<file path="config.mk">
export PLATFORM = sky130hd
export DESIGN_NAME = cpx_rsp_stub
export DESIGN_NICKNAME = d
export VERILOG_FILES = /design/src/rtl/cpx_rsp_pkg.sv /design/src/rtl/cpx_rsp_fifo.sv /design/src/rtl/cpx_rsp_stub.sv
export SDC_FILE = /design/constraint.sdc
export NUM_CORES = 1
export LEC_CHECK = 0
export CORE_MARGIN = 2
export CORE_UTILIZATION = 52
export DETAILED_ROUTE_END_ITERATION = 8
export MAX_ROUTING_LAYER = met4
export PLACE_DENSITY = 0.95
export SYNTH_ARGS = -nofsm -noshare
export SYNTH_HDL_FRONTEND = slang
export SYNTH_SLANG_ARGS = --single-unit
</file>
<file path="constraint.sdc">
create_clock -name clk -period 8.61 [get_ports clk]
set_input_delay 1.2915 -clock clk [delete_from_list [all_inputs] [get_ports clk]]
set_output_delay 1.2915 -clock clk [all_outputs]
set_load 0.02 [all_outputs]
</file>
<file path="src/rtl/cpx_rsp_pkg.sv">
// cpx_rsp_pkg: PCX/CPX field positions, request/return codes, FSM states and FIFO entry for cpx_rsp_stub.
package cpx_rsp_pkg;
   localparam int PCX_VLD   = 123;
   localparam int PCX_RQ_HI = 122;
   localparam int PCX_RQ_LO = 118;
   localparam int PCX_NC    = 117;
   localparam int PCX_TH_HI = 113;
   localparam int PCX_TH_LO = 112;
   localparam int PCX_AD_HI = 103;
   localparam int PCX_AD_LO = 64;
   localparam int CPX_VLD   = 144;
   localparam int CPX_RT_HI = 143;
   localparam int CPX_RT_LO = 140;
   localparam int CPX_NC    = 136;
   localparam int CPX_TH_HI = 135;
   localparam int CPX_TH_LO = 134;
   localparam int CPX_SF    = 129;
   localparam logic [4:0] LOAD_RQ   = 5'b00000;
   localparam logic [4:0] IMISS_RQ  = 5'b10000;
   localparam logic [4:0] STORE_RQ  = 5'b00001;
   localparam logic [3:0] LOAD_RET  = 4'b0000;
   localparam logic [3:0] IFILL_RET = 4'b0001;
   localparam logic [3:0] ST_ACK    = 4'b0100;
   localparam logic [7:0] LFSR_SEED = 8'hA5;
   typedef enum logic [1:0] {IDLE, WAIT, SEND, SEND2} state_t;
   typedef struct packed {
      logic [4:0]  rqtyp;
      logic        nc;
      logic [1:0]  thread;
      logic [39:0] addr;
   } fifo_entry_t;
   function automatic logic rq_supported(input logic [4:0] rq);
      return (rq == LOAD_RQ) || (rq == IMISS_RQ) || (rq == STORE_RQ);
   endfunction
endpackage

</file>
<file path="src/rtl/cpx_rsp_fifo.sv">
// cpx_rsp_fifo: DEPTH-entry synchronous FIFO of decoded PCX requests; push and pop may coincide at any count.
module cpx_rsp_fifo
   import cpx_rsp_pkg::*;
#(
   parameter int DEPTH = 4
) (
   input  logic                   clk,
   input  logic                   rst,
   input  logic                   i_push,
   input  fifo_entry_t            i_data,
   input  logic                   i_pop,
   output fifo_entry_t            o_data,
   output logic [$clog2(DEPTH):0] o_count,
   output logic                   o_full,
   output logic                   o_empty
);
   localparam int AW = $clog2(DEPTH);
   fifo_entry_t    r_mem [DEPTH];
   logic [AW-1:0]  r_wp, r_rp;
   logic [AW:0]    r_count;
   logic           w_pop;
   assign w_pop   = i_pop && !o_empty;
   assign o_data  = r_mem[r_rp];
   assign o_count = r_count;
   assign o_full  = r_count == (AW+1)'(DEPTH);
   assign o_empty = r_count == '0;
   always_ff @(posedge clk) begin
      if (rst) begin
         r_wp    <= '0;
         r_rp    <= '0;
         r_count <= '0;
      end else begin
         if (i_push) r_wp <= r_wp + AW'(1);
         if (w_pop) r_rp <= r_rp + AW'(1);
         r_count <= r_count + (AW+1)'(i_push) - (AW+1)'(w_pop);
      end
   end
   always_ff @(posedge clk) begin
      if (i_push) r_mem[r_wp] <= i_data;
   end
   // The grant credit scheme in the top keeps a push from ever landing on a full FIFO.
   a_no_overflow: assert property (@(posedge clk) disable iff (rst) !(i_push && o_full && !i_pop));
endmodule

</file>
<file path="src/rtl/cpx_rsp_stub.sv">
// cpx_rsp_stub: grants PCX requests, queues supported packets and returns in-order CPX responses after LATENCY.
// Define CPX_RSP_JITTER_EN to add 0-3 cycles of LFSR-driven jitter to each response latency.
module cpx_rsp_stub
   import cpx_rsp_pkg::*;
#(
   parameter int PCX_W   = 124,
   parameter int CPX_W   = 145,
   parameter int DEPTH   = 4,
   parameter int LATENCY = 3
) (
   input  logic             clk,
   input  logic             rst,
   input  logic [4:0]       spc_pcx_req_pq,
   input  logic [PCX_W-1:0] spc_pcx_data_pa,
   output logic [4:0]       pcx_spc_grant_px,
   output logic [CPX_W-1:0] cpx_spc_data_cx,
   output logic             rsp_busy,
   output logic [7:0]       drop_cnt
);
   localparam int CW = $clog2(LATENCY + 4) + 1;
   state_t                 r_state, w_next;
   fifo_entry_t            w_entry, w_head, r_cur;
   logic [$clog2(DEPTH):0] w_count;
   logic [4:0]             r_grant;
   logic [CW-1:0]          r_cnt, w_load;
   logic [7:0]             r_drop;
   logic [CPX_W-1:0]       w_cpx;
   logic                   r_cap, w_vld, w_sup, w_push, w_pop, w_full, w_empty, w_room, w_send, w_unused;
   assign w_vld   = r_cap && spc_pcx_data_pa[PCX_VLD];
   assign w_entry = {spc_pcx_data_pa[PCX_RQ_HI:PCX_RQ_LO], spc_pcx_data_pa[PCX_NC],
                     spc_pcx_data_pa[PCX_TH_HI:PCX_TH_LO], spc_pcx_data_pa[PCX_AD_HI:PCX_AD_LO]};
   assign w_sup   = rq_supported(w_entry.rqtyp);
   assign w_push  = w_vld && w_sup;
   assign w_pop   = (r_state == IDLE) && !w_empty;
   // r_cap marks the data cycle of the last grant, whose packet is not yet counted in the FIFO.
   assign w_room  = (int'(w_count) + int'(r_cap)) < DEPTH;
   assign w_send  = (r_state == SEND) || (r_state == SEND2);
   assign w_unused = ^{spc_pcx_data_pa, w_full};
   cpx_rsp_fifo #(.DEPTH(DEPTH)) u_fifo (
      .clk     (clk),
      .rst     (rst),
      .i_push  (w_push),
      .i_data  (w_entry),
      .i_pop   (w_pop),
      .o_data  (w_head),
      .o_count (w_count),
      .o_full  (w_full),
      .o_empty (w_empty)
   );
   always_ff @(posedge clk) begin
      if (rst) begin
         r_grant <= '0;
         r_cap   <= 1'b0;
         r_drop  <= '0;
      end else begin
         r_grant <= (~|r_grant && w_room) ? spc_pcx_req_pq : '0;
         r_cap   <= |r_grant;
         r_drop  <= r_drop + 8'(w_vld && !w_sup && r_drop != 8'hFF);
      end
   end
`ifdef CPX_RSP_JITTER_EN
   logic [7:0] r_lfsr;
   always_ff @(posedge clk) begin
      r_lfsr <= rst ? LFSR_SEED : {r_lfsr[6:0], r_lfsr[7] ^ r_lfsr[5] ^ r_lfsr[4] ^ r_lfsr[3]};
   end
   assign w_load = CW'(LATENCY) + CW'(r_lfsr[1:0]);
`else
   assign w_load = CW'(LATENCY);
`endif
   always_comb begin
      w_next = r_state;
      case (r_state)
         IDLE:    w_next = w_empty ? IDLE : WAIT;
         WAIT:    w_next = (r_cnt == CW'(1)) ? SEND : WAIT;
         SEND:    w_next = (r_cur.rqtyp == IMISS_RQ) ? SEND2 : IDLE;
         default: w_next = IDLE;
      endcase
   end
   always_ff @(posedge clk) begin
      if (rst) begin
         r_state <= IDLE;
         r_cnt   <= '0;
         r_cur   <= '0;
      end else begin
         r_state <= w_next;
         if (w_pop) begin
            r_cur <= w_head;
            r_cnt <= w_load;
         end else if (r_state == WAIT) r_cnt <= r_cnt - CW'(1);
      end
   end
   always_comb begin
      w_cpx = '0;
      if (w_send) begin
         w_cpx[CPX_VLD] = 1'b1;
         w_cpx[CPX_RT_HI:CPX_RT_LO] = (r_cur.rqtyp == LOAD_RQ) ? LOAD_RET :
                                      (r_cur.rqtyp == STORE_RQ) ? ST_ACK : IFILL_RET;
         w_cpx[CPX_NC] = r_cur.nc;
         w_cpx[CPX_TH_HI:CPX_TH_LO] = r_cur.thread;
         w_cpx[CPX_SF] = r_state == SEND2;
         // IFILL halves cover the 32-byte line: base, then base+16 on the second beat.
         w_cpx[39:0] = (r_cur.rqtyp == LOAD_RQ) ? r_cur.addr :
                       (r_cur.rqtyp == IMISS_RQ) ? {r_cur.addr[39:5], r_state == SEND2, 4'h0} : 40'h0;
      end
   end
   assign pcx_spc_grant_px = r_grant;
   assign cpx_spc_data_cx  = w_cpx;
   assign rsp_busy         = !w_empty || (r_state != IDLE);
   assign drop_cnt         = r_drop;
endmodule
</file>
==> impl_metrics.json <==
{
  "status": "finished clean",
  "setup_viol": 0,
  "grt_first_pass_wirelength_um": 31400,
  "htreeDepth": 1,
  "initial_core_util": 0.532,
  "ios": 290,
  "syn_inst": 658,
  "period_share": 0.465,
  "seqCellArea_um2": 7270,
  "worstMarginPinSlew_ns": 1.04,
  "yosys.area.top_type": "edfxtp_1",
  "clock_latency_ns": 0.51,
  "fill_cells": 1431,
  "dp.cells": 1018,
  "place_area_um2": 11800,
  "port-buffer-count": 116,
  "hold_viol_final": 0,
  "drive_gt1_frac": 0.145,
  "yosysUniqueCellTypes": 46,
  "powerDensity_nw_per_um2": 279,
  "tritoncts": "done",
  "ys_warn_count": 0,
  "worstPathMaxFanout": 35,
  "critical_path_class": "flop to output pin",
  "core_um2": 20300,
  "drtIter0Drc": 336,
  "p_leak_nw": 4.44,
  "die-area_um2": 21900,
  "clockBufferDepth": 3,
  "yosys-top-cells-area": "edfxtp_1 (53%), dfxtp_1 (14%), mux4_2 (10%)",
  "drv_slew": 0,
  "fin_setup_tns_ns": 0,
  "cts_hold_buf": 0,
  "cts_root_buffer": "clkbuf_16",
  "min_period_ns": 4.01,
  "syn_area_per_cell_um2": 16.4,
  "dieHeight_um": 148,
  "grt_start_max_net_pins": 53,
  "setup.worst_path.end_class": "output pin",
  "stdcell_count": 1067,
  "clk_transition_reported_paths_ns": 0.06,
  "ant_nets": 0,
  "grt_setup_unrepaired": "no",
  "yosysSeqAreaShare": 0.673,
  "multiInputGateArea_um2": 2950,
  "fmax_mhz": 250,
  "routed_wl_um": 20500,
  "area_growth_pct": 17.9,
  "grt_pass1_vias": 5748,
  "gr-total-overflow": 0,
  "cts_setup_buffers": 0,
  "die_w_um": 148,
  "final_area_um2": 12700,
  "relSlewSlack": 0.304,
  "fp-row-count": 52,
  "synth_area_um2": 10800,
  "drc": 0,
  "dp_hpwl_um": 12700,
  "routabilityCongestion": 0.745,
  "antenna_found_initial": 2,
  "crit_arrival_ns": 2.71,
  "max_cap_viol_count": 0,
  "ir_worst_vdd_mv": 0.179,
  "cts_resized": 0,
  "required_ns": 7.32,
  "vias": 5646,
  "pre_cts_ws_ns": 4.02,
  "cts_inserted_buffers": 26,
  "vias_per_cell": 5.29,
  "synth-seq-cells": 267,
  "hp-class": "flop to flop",
  "dr.pass1.iters": 4,
  "avgRoutedWirePerCell_um": 19.2,
  "synth_top_area_frac": 0.534,
  "clock_skew_ns": 0.00887,
  "fin_ws_ns": 4.60,
  "worstSetupStartpointType": "flop",
  "nets": 919,
  "grt_use_total": 0.190,
  "cts_sinks": 267
}
-- layout by cell type (no fill, tap or decap), types with 6 or more instances in the layout --
| cell | n |
|---|---|
| conb_1 | 98 |
| dfxtp_1 | 73 |
| nor2_1 | 13 |
| a22o_1 | 48 |
| and2_1 | 44 |
| buf_4 | 9 |
| a21oi_1 | 7 |
| inv_1 | 11 |
| edfxtp_1 | 192 |
| nor2b_1 | 7 |
| ha_1 | 11 |
| mux4_2 | 48 |
| clkbuf_16 | 27 |
| clkdlybuf4s50_1 | 116 |
| clkbuf_1 | 6 |
-- flip-flops by register name (all words and copies together), names as in the netlist --
register          cells
r_cnt                 4
r_state               2
drop_cnt              8
r_cap                 1
u_fifo.r_wp           2
pcx_spc_grant_px      5
r_cur                48
u_fifo.r_mem        192
u_fifo.r_rp           2
u_fifo.o_count        3
-- worst max-delay path: stages, from the launching register on --
cell and delay, ns:
dfxtp_1 0.72, and3b_1 0.26, buf_4 0.34, and2_1 0.23, clkdlybuf4s50_1 0.65
-- cell families after synthesis --
group | synth area share
flip-flops | 0.673
buffers and inverters | 0.0879
AO/OA/AOI/OAI | 0.0553
XOR/XNOR | 0.00487
adder cells (fa/ha/maj) | 0.0146
multiplexers | 0.104
other | 0.000347
AND/OR/NAND/NOR | 0.0596
-- area by class of cell --
type,instances,area share
timing repair buffer,125,0.0966
tap,270,0.0266
antenna,2,0.000393
inverter,11,0.00325
clock buffer,34,0.0560
clock inverter,13,0.0136
multi-input combinational,345,0.232
sequential,267,0.572
-- path summary, 6_finish.rpt --
path / slack, ns / endpoint / cells past startpoint / startpoint
hold reg to reg: 0.47 / r_cur[5] / 1 / r_cur[5]
setup reg to reg: 6.10 / u_fifo.o_count[2] / 9 / r_state[1]
setup / recovery: 4.60 / cpx_spc_data_cx[30] / 4 / r_state[1]
hold / removal: 0.47 / r_cur[5] / 1 / r_cur[5]
-- synthesized netlist by cell type, drive strengths merged --
library cell	number
and3b	2
nand3b	2
nand3	5
nand4	3
mux4	48
xor2	4
mux2	2
a31o	3
dfxtp	75
or3	5
nor2b	7
a2111oi	2
nor3	6
mux2i	2
a22o	48
a21oi	8
fa	1
clkbuf	15
and2	48
nand4b	1
inv	11
buf	117
o21a	1
or2	1
conb	1
ha	11
or4	1
edfxtp	192
nor4	1
nor2	13
o21ai	4
nor3b	4
nand2b	2
a21boi	1
nand2	4
xnor2	2
a311oi	2
a21bo	1
and3	2
-- metrics by stage --
step | utilization | hold slack (ns) | total power (W)
floorplan | - | 0.434 | 0.00225
global placement | 0.583 | 0.452 | 0.00237
detailed placement | 0.583 | 0.457 | 0.00241
CTS | 0.626 | 0.475 | 0.00357
global route | 0.627 | 0.486 | 0.00368
finish | 0.627 | 0.469 | 0.00354
-- report_power, final --
part           switching (W)  leakage, nW  internal [W]
Combinational       0.000318         1.67      0.000375
Sequential          0.000173         2.34       0.00151
Clock               0.000464        0.429      0.000702
-- per-layer routing --
layer / GRT usage / wire length (um)
met5: - / 0
met3: 0.0325 / 1560
met4: 0.0624 / 512
met1: 0.230 / 7840
met2: 0.329 / 10600
(Power assumes the default switching activity.)
==> patch 1: new RTL, config.mk and constraints unchanged <==
Encoding of `state_t`: now one-hot (4 bits for 4 states).
--- a/src/rtl/cpx_rsp_pkg.sv
+++ b/src/rtl/cpx_rsp_pkg.sv
@@ -23,5 +23,5 @@
    localparam logic [3:0] ST_ACK    = 4'b0100;
    localparam logic [7:0] LFSR_SEED = 8'hA5;
-   typedef enum logic [1:0] {IDLE, WAIT, SEND, SEND2} state_t;
+   typedef enum logic [3:0] {IDLE = 4'b0001, WAIT = 4'b0010, SEND = 4'b0100, SEND2 = 4'b1000} state_t;
    typedef struct packed {
       logic [4:0]  rqtyp;
Behaviour: same outputs for any inputs over 10 cycles, from zero or initial values and one cycle with rst high; not proved beyond that.
==> patch 1 against the unedited design <==
- design area up 3.1%
- synthesized area up 4.1%
- hold slack better by 0.0022 ns
- sequential power fell by 3%
- sequential cell count grew 2
- routed wire length rose by 11%
- global-route usage up 1.6 points
- worst setup slack got worse by 0.28 ns
- maximum frequency down 6.4%
- total power grew 0.83%
- core utilization down 0.46 points
- critical path type unchanged
- critical endpoint is now cpx_spc_data_cx[37]
==> patch 1: results (changes against the unedited design) <==
Port Buffer Count = 116 (unchanged)
Clock Path Buffers = 3 (unchanged)
Vias per std cell = 5.427 (+2.6%)
Drt initial violations = 360 (+7.1%)
H-Tree Depth = 1 (unchanged)
Die Wd = 151.0 um (+2.0%)
Crit path required time = 7.32 ns (about the same)
Fin cells = 1184 (+11%)
Number of flip-flops under the largest register name = 192 (unchanged)
EDFF count, synth = 192 (unchanged)
Fraction of layout cells with a size suffix above 1 = 13.23% (-1.2 points)
Top post-synthesis cells by count = edfxtp_1, buf_4, dfxtp_1, a21oi_1, o21ai_0
Vias in the first global route = 6461 (+12%)
Sequential element share of the synthesized area = 65.03% (-2.3 points)
Synth warnings = 0 (unchanged)
Top post-synthesis cells by area = edfxtp_1, dfxtp_1, mux4_2, buf_4, and2_1
Clk_skew = 0.02464 ns (+0.01577 ns)
Routed len/inst = 19.14 um (-0.31%)
# fillers = 1531 (+7.0%)
Status = finished, final reports clean
Reg2Reg Setup Slack = 5.74 ns (-0.36 ns)
HPWL Detailed = 12940 um (+1.6%)
Slowest cell on crit path = clkdlybuf4s50_1
Largest net degree at the start of global routing = 75 (+42%)
Routability cong. = 0.7488 (+0.46%)
Post-place setup slack = 4.118 ns (+0.09420 ns)
Worst-Skew Late Latency = 0.54 ns (+0.03 ns)
PostCTS Resize Cnt = 0 (unchanged)
Most flops, register = u_fifo.r_mem
Placed cell count = 1132 (+11%)
Share of flip-flops with an asynchronous set or reset = 0% (unchanged)
Crit-path max cell delay = 0.63 ns (-0.09 ns)
P_leak = 4.496 nW (+1.2%)
Post-DP Area = 12230 um2 (+3.4%)
Largest delay share family, worst path = simple AND/OR/NAND/NOR gates
Nets = 1029 (+12%)
Initial antenna violation count = 2 (unchanged)
Router iterations before antenna repair = 5 (+1)
Worst Path Max Fanout = 33 (-5.7%)
Clock root buffer master = clkbuf_16
WHS = 0.4710 ns (+0.002214 ns)
Setup bufs post-CTS = 0 (unchanged)
Final setup margin = 4.329 ns (-0.2756 ns)
Clk pin slew, worst setup/hold paths = 0.06 ns (about the same)
Total track usage = 20.67% (+1.6 points)
Cell variety after synth = 45 (-2.2%)
Cts bufs inserted = 27 (+3.8%)
Global-route wire length before repair = 34900 um (+11%)
Worst slew margin = 19.38% (-11 points)
Peak supply drop = 0.0002809 V (+57%)
HP Class = reg -> reg
Cell count after synthesis = 783 (+19%)
## patch 1: worst min-delay path: cells and delay by family (launching register included)
| kind | cells | cell delay, ns |
|---|---|---|
| AOI/OAI and AO/OA | 2 | 0.12 |
| DFF | 1 | 0.30 |
## patch 1: power by group
group	switching (mW)	internal, mW
Sequential	0.121	1.51
Clock	0.475	0.672
Combinational	0.477	0.319
## patch 1: worst paths after layout
path | from | to | cells after the start
worst max-delay path | r_cur[44]$_SDFFE_PP0P_ | cpx_spc_data_cx[37] | 5
worst min-delay path | r_cur[38]$_SDFFE_PP0P_ | r_cur[38]$_SDFFE_PP0P_ | 2
worst max register to register | r_state[0]$_SDFF_PP1_ | u_fifo.o_count[1]$_SDFF_PP0_ | 9
worst min register to register | r_cur[38]$_SDFFE_PP0P_ | r_cur[38]$_SDFFE_PP0P_ | 2
## patch 1: area by class of cell
type / instances / area (um2) / share of cell area (%)
Tap cell: 275 / 344.1 / 2.623
Clock buffer: 34 / 742.0 / 5.655
Clock inverter: 16 / 143.9 / 1.097
Sequential cell: 269 / 7312 / 55.73
Multi-Input combinational cell: 451 / 3301 / 25.16
Inverter: 11 / 41.29 / 0.3147
Timing Repair Buffer: 126 / 1231 / 9.384
Antenna cell: 2 / 5.005 / 0.03815
## patch 1: cells by family after synthesis
family / share of synthesized area (%)
adder cells (fa/ha/maj): 1.403
XOR/XNOR: 0.5457
multiplexers: 9.811
AO/OA/AOI/OAI: 5.847
other: 0.03338
flip-flops: 65.03
buffers and inverters: 8.931
AND/OR/NAND/NOR: 8.396
## patch 1: per-layer routing
layer	part of all wire, %	wire (um)	GRT usage, %	vias up
met2	51	11630	36.16	288
li1	-	-	-	2923
met5	0	0	-	-
met1	39	8729	24.24	3172
met3	7.8	1774	4.729	43
met4	2.3	529	5.514	0
==> patch 2: new RTL, config.mk and constraints unchanged <==
Made on the original files. Change the parameter `LATENCY` from 3 to 2.
--- a/src/rtl/cpx_rsp_stub.sv
+++ b/src/rtl/cpx_rsp_stub.sv
@@ -7,5 +7,5 @@
    parameter int CPX_W   = 145,
    parameter int DEPTH   = 4,
-   parameter int LATENCY = 3
+   parameter int LATENCY = 2
 ) (
    input  logic             clk,
Formal check against the unedited RTL: not equivalent (Yosys sat finds a counterexample within 10 cycles, from zero or initial values and one cycle with rst high).
==> patch 2 against the unedited design <==
- routed wire length grew 0.28%
- synthesized area barely moved
- worst setup slack worse by 0.38 ns
- total power decreased by 1.3%
- sequential cell count unchanged
- clock skew is 0.00056 ns higher
- critical path type unchanged
- largest cell class unchanged
- design area up 0.23%
- maximum frequency down 8.7%
==> patch 2: results (changes against the unedited design) <==
Nets = 920 (+0.11%)
Cts bufs inserted = 27 (+3.8%)
Routed len/inst = 19.20 um (about the same)
Total grt overflow = 0 (unchanged)
Clk_skew = 0.009429 ns (+0.0005620 ns)
Fraction of layout cells with a size suffix above 1 = 14.16% (-0.31 points)
Worst-Skew Late Latency = 0.54 ns (+0.03 ns)
Router iterations before antenna repair = 5 (+1)
Slowest cell on crit path = and3b_1
P_leak = 4.456 nW (+0.31%)
Post-synthesis adder-cell area fraction = 1.461% (about the same)
Status = finished, final reports clean
Hold wc startpoint = r_cur[34]$_SDFFE_PP0P_
Peak supply drop = 0.0002100 V (+17%)
Post-place setup slack = 4.294 ns (+0.2700 ns)
Drt initial violations = 380 (+13%)
Hold Path Sink = r_cur[34]$_SDFFE_PP0P_
Setup bufs post-CTS = 0 (unchanged)
Number of flip-flops under the largest register name = 192 (unchanged)
Xor/xnor share of the synthesized area = 0.4870% (about the same)
Synth warnings = 0 (unchanged)
Worst slew margin = 29.28% (-1.1 points)
Fin crit period = 4.387 ns (+0.3817 ns)
Worst-case reg-to-reg path depth = 9 (unchanged)
Main synth FF type = edfxtp_1
Clk pin slew, worst setup/hold paths = 0.06 ns (about the same)
Global-route wire length before repair = 31770 um (+1.0%)
Crit path DAT = 3.10 ns (+0.39 ns)
Vias = 5672 (+0.46%)
Top post-synthesis cells by count = edfxtp_1, buf_4, dfxtp_1
Cell variety after synth = 47 (+2.2%)
Crit-path max cell delay = 0.74 ns (+0.02 ns)
Top post-synthesis cells by area = edfxtp_1, dfxtp_1, mux4_2, buf_4, a22o_1
Mux cell area share after synthesis = 10.41% (about the same)
Compound-Gate Fraction of Synth Area = 5.485% (-0.045 points)
Total track usage = 19.29% (+0.26 points)
Setup crit end = cpx_spc_data_cx[26]
HPWL Detailed = 12300 um (-3.5%)
PD cells = 274.4 nW/um2 (-1.5%)
H-Tree Depth = 1 (unchanged)
Reg2Reg Setup Slack = 6.21 ns (+0.11 ns)
Worst Path Max Fanout = 19 (-46%)
Sequential element share of the synthesized area = 67.35% (about the same)
Routability cong. = 0.7425 (-0.39%)
## patch 2: changes by cell type in the layout (fill, tap and decap cells not counted), moves of 2 or more
| cell | unedited run | this run |
|---|---|---|
| clkbuf_8 | 1 | 4 |
| clkinvlp_4 | 2 | 0 |
| clkinv_2 | 5 | 2 |
| clkinv_1 | 1 | 5 |
## patch 2: cell type report
class / count / area, um2
Sequential cell: 267 / 7272
Multi-Input combinational cell: 345 / 2954
Antenna cell: 2 / 5.005
Inverter: 11 / 41.29
Tap cell: 270 / 337.8
Clock inverter: 13 / 158.9
Fill cell: 1434 / 7548
Clock buffer: 37 / 753.2
Timing Repair Buffer: 125 / 1229
## patch 2: report_power, final
group	leakage [nW]	switching (mW)	internal [mW]
logic	1.67	0.312	0.349
registers	2.34	0.150	1.51
clock network	0.447	0.475	0.706
total	4.46	0.937	2.56
## patch 2: worst reg2reg max path, delay by kind of cell, from the launching register on
kind / cells / cell delay, ns
buffers and inverters: 2 / 0.15
adders and majority gates: 3 / 0.86
and+or+nand+nor: 3 / 0.46
xor gates and xnor gates: 1 / 0.16
DFF: 1 / 0.66
## patch 2: through the flow
step / std cells / hold slack [ns] / power [mW] / instance area, um2 / util (%)
final: 1070 / 0.4698 / 3.499 / 12750 / 62.81
after global placement: 1018 / 0.4496 / 2.318 / 11830 / 58.30
after floorplan: 754 / 0.4339 / 2.199 / 11150 / -
after CTS: 1068 / 0.4746 / 3.537 / 12750 / 62.79
after global routing: 1070 / 0.4846 / 3.653 / 12750 / 62.81
after detailed placement: 1018 / 0.4560 / 2.350 / 11830 / 58.30
## patch 2: layer usage
metal  vias to the layer above  track usage [%]  wire, um
met2                       251            33.54     10710
met5                         -                -         0
met3                        34            3.282      1305
met1                      2852            23.52      8075
li1                       2535                -         -
met4                         0            5.381       446
